File: config.mk
export PLATFORM = sky130hd
export DESIGN_NAME = uart_tx_arbiter
export DESIGN_NICKNAME = d
export VERILOG_FILES = /design/src/rtl/uart_tx_pkg.sv /design/src/rtl/uart_rr_pick.sv /design/src/rtl/uart_tx_arbiter.sv
export SDC_FILE = /design/constraint.sdc
export NUM_CORES = 1
export LEC_CHECK = 0
export ABC_AREA = 1
export ABC_CLOCK_PERIOD_IN_PS = 3700
export CORE_MARGIN = 10
export CORE_UTILIZATION = 45
export DETAILED_ROUTE_END_ITERATION = 8
export PLACE_DENSITY = 0.85
export RECOVER_POWER = 25
export SLEW_MARGIN = 20
export SYNTH_ARGS = -nofsm -noshare
export SYNTH_HDL_FRONTEND = slang
export SYNTH_SLANG_ARGS = --single-unit
File: constraint.sdc
create_clock -name CLK -period 3.7 [get_ports CLK]
set_input_delay 0.37 -clock CLK [delete_from_list [all_inputs] [get_ports CLK]]
set_output_delay 0.37 -clock CLK [all_outputs]
set_load 0.05 [all_outputs]
File: src/rtl/uart_tx_pkg.sv
// Shared types and helpers for the UART TX requester arbiter.
// FSM state encoding, default byte width and a constant clog2.
package uart_tx_pkg;

    typedef enum logic [1:0] {
        IDLE      = 2'b00,
        ISSUE     = 2'b01,
        WAIT_BUSY = 2'b10,
        WAIT_DONE = 2'b11
    } arb_state_e;

    localparam int DEF_DATA_SIZE = 8;

    function automatic int clog2(input int n);
        int r;
        r = 0;
        for (int v = n - 1; v > 0; v = v >> 1) begin
            r++;
        end
        return r;
    endfunction

endpackage

File: src/rtl/uart_rr_pick.sv
// Combinational rotate-priority encoder: the first set request
// strictly after last_grant, wrapping around, wins.
module uart_rr_pick
    import uart_tx_pkg::*;
#(
    parameter int NUM_REQ = 4,
    parameter int IDW     = clog2(NUM_REQ)
) (
    input  logic [NUM_REQ-1:0] req,
    input  logic [IDW-1:0]     last_grant,
    output logic               found,
    output logic [IDW-1:0]     winner
);

    logic [IDW-1:0] idx;

    // Scan farthest-first so the nearest candidate overwrites.
    always_comb begin
        found  = 1'b0;
        winner = '0;
        idx    = '0;
        for (int k = NUM_REQ; k >= 1; k--) begin
            idx = IDW'((int'(last_grant) + k) % NUM_REQ);
            if (req[idx]) begin
                found  = 1'b1;
                winner = idx;
            end
        end
    end

endmodule

File: src/rtl/uart_tx_arbiter.sv
// Round-robin arbiter sharing one UART transmitter among NUM_REQ clients.
// Define UART_TX_ARB_TIMEOUT_EN to abort frames whose TX_BUSY never rises.
module uart_tx_arbiter
    import uart_tx_pkg::*;
#(
    parameter int DATA_SIZE = DEF_DATA_SIZE,
    parameter int NUM_REQ   = 4,
    parameter int TIMEOUT   = 16,
    localparam int IDW      = clog2(NUM_REQ)
) (
    input  logic                         CLK,
    input  logic                         RST,
    input  logic [NUM_REQ-1:0]           REQ_VALID,
    input  logic [NUM_REQ*DATA_SIZE-1:0] REQ_DATA,
    input  logic [NUM_REQ-1:0]           REQ_PAR_EN,
    output logic [NUM_REQ-1:0]           REQ_ACK,
    output logic [DATA_SIZE-1:0]         TX_P_DATA,
    output logic                         TX_DATA_VALID,
    output logic                         TX_PAR_EN,
    input  logic                         TX_BUSY,
    output logic [IDW-1:0]               GRANT_ID,
    output logic                         ARB_BUSY,
    output logic                         TX_ERR
);

    arb_state_e           state;
    arb_state_e           state_nxt;
    logic [IDW-1:0]       last_grant;
    logic [IDW-1:0]       grant_id;
    logic [DATA_SIZE-1:0] tx_p_data;
    logic                 tx_par_en;
    logic                 pick_found;
    logic [IDW-1:0]       pick_id;
    logic                 grant_go;
    logic                 timeout_hit;

    uart_rr_pick #(
        .NUM_REQ    (NUM_REQ),
        .IDW        (IDW)
    ) u_pick (
        .req        (REQ_VALID),
        .last_grant (last_grant),
        .found      (pick_found),
        .winner     (pick_id)
    );

`ifdef UART_TX_ARB_TIMEOUT_EN
    localparam int CW = clog2(TIMEOUT + 1);

    logic [CW-1:0] wait_cnt;
    logic          tx_err;

    // Counter sits at zero outside WAIT_BUSY, so it is clear on entry.
    always_ff @(posedge CLK) begin
        if (RST) begin
            wait_cnt <= '0;
            tx_err   <= 1'b0;
        end else begin
            tx_err <= timeout_hit;
            if (state != WAIT_BUSY) begin
                wait_cnt <= '0;
            end else begin
                wait_cnt <= wait_cnt + 1'b1;
            end
        end
    end

    assign timeout_hit = (state == WAIT_BUSY) && !TX_BUSY
                       && (wait_cnt == CW'(TIMEOUT - 1));
    assign TX_ERR      = tx_err;
`else
    assign timeout_hit = 1'b0;
    assign TX_ERR      = 1'b0;
`endif

    always_ff @(posedge CLK) begin
        if (RST) begin
            state <= IDLE;
        end else begin
            state <= state_nxt;
        end
    end

    always_comb begin
        state_nxt     = state;
        grant_go      = 1'b0;
        TX_DATA_VALID = 1'b0;
        REQ_ACK       = '0;
        ARB_BUSY      = (state != IDLE);
        unique case (state)
            IDLE: begin
                // Never start a frame while the transmitter claims busy.
                if (pick_found && !TX_BUSY) begin
                    grant_go  = 1'b1;
                    state_nxt = ISSUE;
                end
            end
            ISSUE: begin
                TX_DATA_VALID     = 1'b1;
                REQ_ACK[grant_id] = 1'b1;
                state_nxt         = WAIT_BUSY;
            end
            WAIT_BUSY: begin
                if (TX_BUSY) begin
                    state_nxt = WAIT_DONE;
                end else if (timeout_hit) begin
                    state_nxt = IDLE;
                end
            end
            WAIT_DONE: begin
                if (!TX_BUSY) begin
                    state_nxt = IDLE;
                end
            end
            default: state_nxt = IDLE;
        endcase
    end

    always_ff @(posedge CLK) begin
        if (RST) begin
            tx_p_data  <= '0;
            tx_par_en  <= 1'b0;
            grant_id   <= '0;
            last_grant <= IDW'(NUM_REQ - 1);
        end else begin
            if (grant_go) begin
                tx_p_data <= REQ_DATA[int'(pick_id)*DATA_SIZE +: DATA_SIZE];
                tx_par_en <= REQ_PAR_EN[pick_id];
                grant_id  <= pick_id;
            end
            if (state == ISSUE) begin
                last_grant <= grant_id;
            end
        end
    end

    assign TX_P_DATA = tx_p_data;
    assign TX_PAR_EN = tx_par_en;
    assign GRANT_ID  = grant_id;

endmodule
==> summary.txt, run 1 <==
Floorplanning
  – Initial Utilization: 0.459
  – # IOs: 61
  – Chip width: 75.4 µm
  – Core ar.: 3000 µm²
  – Row count: 20
  – Die Y: 75.4 µm
  – Total die area: 5680 µm²

Pwr
  – Total power: 1.89 mW
  – Sequential share of power: 0.157
  – Worst VDD drop: 0.000464 V
  – Switching part of the total: 0.596
  – Pwr Density: 964 nW/µm²
  – Int Pwr: 0.765 mW
  – P_sw: 1.13 mW
  – Leakage: 0.905 nW
  – Clock power share: 0.050
  – Comb pwr share: 0.793

STA
  – Fin. Hold Viols: 0
  – Least-Margin Pin Slew: 0.562 ns
  – Setup TNS: 0 ns
  – Final setup vio count: 0
  – Fmax: 411 MHz
  – Crit share post-route: 0.657
  – Fin crit period: 2.43 ns
  – Final Max Slew Viols: 0
  – Final Skew: 0.00524 ns
  – Max-slew headroom: 0.624
  – Min Hold Slack: 0.504 ns
  – Final worst slack: 1.27 ns
  – RSZ-0062 raised after global routing: false

Setup path
  – CP Capture Type: output port
  – Crit path max fanout: 6
  – Reg2Reg Capture Point: TX_P_DATA[4]
  – Worst reg2reg path depth: 12
  – Required time of the critical path: 3.33 ns
  – Worst R2R Start: last_grant[0]
  – Worst Path Arrival: 2.06 ns
  – Reg-to-reg setup timing slack: 1.75 ns
  – CP Class: reg2out
  – CP startpoint kind: register

Clocking
  – # resized after CTS: 0
  – Worst skew pair latency: 0.29 ns
  – Clk buf depth: 2
  – CTS sink count: 15
  – Clock transition at path regs: 0.08 ns
  – CTS tree: built
  – Htree depth: 1
  – Cts bufs inserted: 3
  – Post-CTS Hold Fix Bufs: 0
  – Clk root buf: clkbuf_4
  – Post-CTS Setup Bufs: 0

Worst hold path
  – Worst hold stages: 2
  – Hold WC Path Type: reg2reg
  – Worst Hold End: state[1]
  – Worst hold start: state[1]

Layout
  – Util after Layout: 0.654
  – Final instance area: 1960 µm²
  – Finished Layout Cells: 280
  – Antenna Cells: 0
  – Layout net count: 296
  – Syn-to-layout area delta: 42.5%
  – Fraction of layout cells with a size suffix above 1: 0.219

Status
  – Status: complete, no violations

Drt
  – Post-route ant nets: 0
  – DRT iter0 DRCs: 44
  – Vias: 1,449
  – Post-DR wirelength/cell: 14.3 µm
  – DRC: 0
  – Routed vias/inst: 5.18
  – DR pass1 iterations: 4
  – Final WL: 4000 µm

Synthesis
  – Post-Syn Area: 1380 µm²
  – Syn_area_per_cell: 7.22 µm²
  – Syn_nets: 239
  – Synth unique cells: 26
  – Syn Inst Count: 191
  – Seq/Total Area, Yosys: 0.218
  – Synthesis warning total: 0
  – Number of synthesized register bits: 15

Placement
  – Dpl hpwl: 3330 µm
  – Routability congestion estimate: 0.885
  – Area after DPL: 1940 µm²
  – Port Buf Inserts: 59
  – Place WS: 1.49 ns
  – Placed cells: 276

Global route
  – First-pass GRT wire length: 6640 µm
  – Overall global routing resource usage: 0.148
  – Grt total ovfl: 0
  – Initial antenna violation count: 0
  – Number of global-route vias before repair: 1,493
  – Largest net degree at the start of global routing: 20

Job
  – Max-cap violations: 0
[worst max-delay path, cell delays in order, from the launching register on]
cell and delay [ns]:
dfxtp_1 0.34, inv_1 0.11, ha_1 0.28, nand2_1 0.13, nor2_1 0.10, clkdlybuf4s50_1 0.82
[cells in the mapped netlist]
cell	instances	area (µm²)
nand2_2	15	93.8
dfxtp_1	15	300
nand2_8	1	20.0
inv_2	4	15.0
inv_4	1	6.26
a21oi_2	9	78.8
a21oi_1	5	25.0
nand2_1	45	169
inv_1	11	41.3
o21ai_0	10	50.1
o21ai_1	1	5.00
buf_6	3	33.8
buf_4	2	15.0
mux2i_1	1	10.0
nor2_2	1	6.26
conb_1	1	3.75
nand3_2	11	110
nand2_4	6	67.6
nand3_4	2	35.0
inv_8	1	11.3
clkbuf_1	1	3.75
nand3_1	30	150
nor2_1	6	22.5
buf_12	1	20.0
o211ai_1	3	22.5
ha_1	5	62.6
[power groups by stage]
stage                     logic, mW  registers, mW  clock network (mW)
after global placement         1.48          0.300                   0
after floorplan                1.05          0.470                   0
after CTS                      1.52          0.299              0.0973
after detailed placement       1.51          0.301                   0
final                          1.50          0.297              0.0954
after global routing           1.64          0.309               0.104
[routing by layer]
layer	vias to the layer above	GRT usage	part of all wire
met4	0	0.0433	0.018
met3	9	0.0742	0.10
met5	-	0	0
met1	650	0.159	0.39
met2	48	0.251	0.49
li1	742	-	-
[worst max path at each step]
stage | startpoint | slack [ns] | end | cells after the start
finish | state[1] | 1.27 | REQ_ACK[3] | 5
global route | state[1] | 1.10 | REQ_ACK[1] | 5
CTS | state[1] | 1.25 | REQ_ACK[3] | 5
detailed placement | REQ_VALID[1] | 1.49 | TX_P_DATA[4] | 14
global placement | REQ_VALID[1] | 1.53 | TX_P_DATA[4] | 14
floorplan | state[1] | 1.54 | REQ_ACK[1] | 4
[logic make-up after synthesis]
| kind of cell | Yosys count | share of synthesized area |
|---|---|---|
| adders and majority gates | 5 | 0.0454 |
| DFF | 15 | 0.218 |
| AOI/OAI and AO/OA | 28 | 0.132 |
| muxes | 1 | 0.00726 |
| buffers and inverters | 24 | 0.106 |
| and+or+nand+nor | 117 | 0.489 |
| other | 1 | 0.00272 |
[flip-flops by register name, summed over array words and instances, names as in the netlist]
name	cells
last_grant	2
GRANT_ID	2
state	2
TX_P_DATA	8
TX_PAR_EN	1
[layout by cell type (no fill, tap or decap)]
| master | count |
|---|---|
| nand3_1 | 30 |
| inv_2 | 4 |
| o211ai_1 | 3 |
| dlygate4sd3_1 | 7 |
| mux2i_1 | 1 |
| nand3_4 | 2 |
| conb_1 | 1 |
| inv_4 | 1 |
| nand2_1 | 45 |
| nand2_8 | 1 |
| o21ai_0 | 10 |
| clkbuf_1 | 1 |
| ha_1 | 5 |
| inv_1 | 11 |
| inv_8 | 1 |
| nand3_2 | 11 |
| clkdlybuf4s50_1 | 52 |
| a21oi_2 | 9 |
| a21oi_1 | 5 |
| nand2_4 | 6 |
| nor2_1 | 6 |
| nand2_2 | 15 |
| o21ai_1 | 1 |
| dfxtp_1 | 15 |
| nor2_2 | 1 |
| clkbuf_4 | 3 |
[final cells by class]
class / instances / area [µm²]
Tap cell: 33 / 41.3
Sequential cell: 15 / 300
Fill cell: 272 / 1040
Multi-Input combinational cell: 152 / 932
Timing Repair Buffer: 59 / 591
Inverter: 17 / 73.8
Clock buffer: 4 / 26.3
Power figures use the tool's default switching activity.
==> run 2: changes to the inputs <==
Settings changed: ABC_CLOCK_PERIOD_IN_PS 3700 to 2200, CORE_UTILIZATION 45 to 38, PLACE_DENSITY 0.85 to 0.77.
Clock period 3.7 ns to 2.2 ns, I/O delays scaled along.
==> run 2 against run 1 <==
Sequential share of layout area hardly changed. Non-clock buffer count stayed put. Register-to-register slack worse by 1.5 ns. Clock power is 68% higher. Final cell count is 4.6% higher. Count of clock-buffer cells in the layout stayed put. Wire length is 9.3% lower. Hold slack hardly changed. Critical path type unchanged. Critical endpoint is now ARB_BUSY. Highest routed layer unchanged.
==> summary.txt, run 2 (same netlist as run 1, synthesis figures left out) <==
Pwr
  – Pwr Density: 1570 nW/µm²
  – Comb pwr share: 0.788
  – Leakage: 0.906 nW
  – Int Pwr: 1.28 mW
  – P_sw: 1.81 mW
  – Total power: 3.09 mW
  – Clock power share: 0.052
  – Sequential share of power: 0.160
  – Worst VDD drop: 0.000673 V
  – Switching part of the total: 0.587

STA
  – Crit share post-route: 0.952
  – RSZ-0062 raised after global routing: false
  – Final Max Slew Viols: 0
  – Max-slew headroom: 0.594
  – Final Skew: 0.00147 ns
  – Least-Margin Pin Slew: 0.611 ns
  – Fin. Hold Viols: 0
  – Fmax: 477 MHz
  – Setup TNS: 0 ns
  – Fin crit period: 2.09 ns
  – Min Hold Slack: 0.504 ns
  – Final setup vio count: 0

Floorplanning
  – Total die area: 6440 µm²
  – Chip width: 80.2 µm
  – Core ar.: 3420 µm²
  – Row count: 21
  – Die Y: 80.2 µm
  – # IOs: 61
  – Initial Utilization: 0.404

Placement
  – Area after DPL: 1940 µm²
  – Port Buf Inserts: 59
  – Dpl hpwl: 3030 µm
  – Routability congestion estimate: 0.858
  – Placed cells: 289

Job
  – Max-cap violations: 0

Global route
  – First-pass GRT wire length: 6090 µm
  – Number of global-route vias before repair: 1,353
  – Grt total ovfl: 0
  – Overall global routing resource usage: 0.115
  – Largest net degree at the start of global routing: 20
  – Initial antenna violation count: 0

Clocking
  – Post-CTS Hold Fix Bufs: 0
  – Worst skew pair latency: 0.29 ns
  – CTS tree: built
  – Clk buf depth: 2
  – CTS sink count: 15
  – Post-CTS Setup Bufs: 0
  – Htree depth: 1
  – # resized after CTS: 0
  – Clk root buf: clkbuf_4
  – Clock transition at path regs: 0.08 ns
  – Cts bufs inserted: 3

Status
  – Status: complete, no violations

Setup path
  – Worst-path cell chain: inv_1, ha_1, inv_1, clkdlybuf4s50_1
  – CP Class: reg2out
  – Crit path max-delay cell type: clkdlybuf4s50_1
  – Top delay family on crit path: buffers and inverters
  – Buf/Inv on CP: 3
  – Crit path largest cell delay: 0.80 ns
  – Worst path most repeated cell: inv_1
  – CP startpoint kind: register
  – Required time of the critical path: 1.98 ns
  – CP Capture Type: output port
  – Crit path max fanout: 4
  – Worst Path Arrival: 1.87 ns

Drt
  – Routed vias/inst: 4.74
  – Vias: 1,388
  – Post-route ant nets: 0
  – DRC: 0
  – Post-DR wirelength/cell: 12.4 µm
  – DR pass1 iterations: 4
  – DRT iter0 DRCs: 63
  – Final WL: 3630 µm

Layout
  – Commonest non-fill, non-tap cell in the layout: clkdlybuf4s50_1
  – Syn-to-layout area delta: 42.7%
  – Final instance area: 1970 µm²
  – Antenna Cells: 0
  – Max FFs per register: 8
  – Fraction of layout cells with a size suffix above 1: 0.231
  – Most frequent cells in the layout: 49 x clkdlybuf4s50_1, 45 x nand2_1, 30 x nand3_1
  – Finished Layout Cells: 293
  – Layout net count: 296

Worst hold path
  – Hold WC Path Type: reg2reg
run 2: cell types whose count changed in the layout (fill, tap and decap cells not counted), sizes merged:
cell           previous run  this run
buf                       0         3
dlygate4sd3               7         6
clkbuf                    4         5
clkdlybuf4s50            52        49
run 2: per-stage QoR:
stage | worst slack [ns] | util
2_1_floorplan | 0.192 | -
3_3_place_gp | 0.223 | 0.569
3_5_place_dp | 0.170 | 0.569
4_1_cts | 0.0937 | 0.577
5_1_grt | 0.0249 | 0.576
6_report | 0.105 | 0.576
run 2: area by class of cell:
type	instances	area, µm²
clock buffer	4	26.3
tap	46	57.6
sequential	15	300
multi-input combinational	152	932
timing repair buffer	59	577
inverter	17	73.8
fill	316	1450
run 2: routing by layer:
| layer | routed length [µm] | vias to the layer above | share of wire | GRT usage |
|---|---|---|---|---|
| li1 | - | 745 | - | - |
| met1 | 1540 | 587 | 0.43 | 0.130 |
| met2 | 1500 | 49 | 0.41 | 0.171 |
| met3 | 526 | 7 | 0.15 | 0.0735 |
| met4 | 58 | 0 | 0.016 | 0.0405 |
| met5 | 0 | - | 0 | 0 |
run 2: worst reg2reg max path: stages (launching register included):
cell and delay [ns]:
dfxtp_1 0.57, nand2_1 0.16, nand2_4 0.12, nand2_2 0.06, nand2_2 0.09, nor2_1 0.06, nand3_2 0.07, nand3_2 0.10
inv_2 0.32, o21ai_0 0.17, a21oi_2 0.12
run 2: path summary, 6_finish.rpt:
path / slack, ns / start / cells past startpoint / endpoint
max: 0.11 / state[0] / 4 / ARB_BUSY
min: 0.50 / state[1] / 2 / state[1]
max reg2reg: 0.28 / last_grant[0] / 10 / TX_P_DATA[1]
min reg2reg: 0.50 / state[1] / 2 / state[1]
run 2: power by group through the flow:
stage	Combinational, mW	Sequential, mW	Clock [mW]
global placement	2.45	0.504	0
detailed placement	2.48	0.501	0
floorplan	1.76	0.790	0
CTS	2.48	0.497	0.166
finish	2.43	0.494	0.160
global route	2.69	0.511	0.175
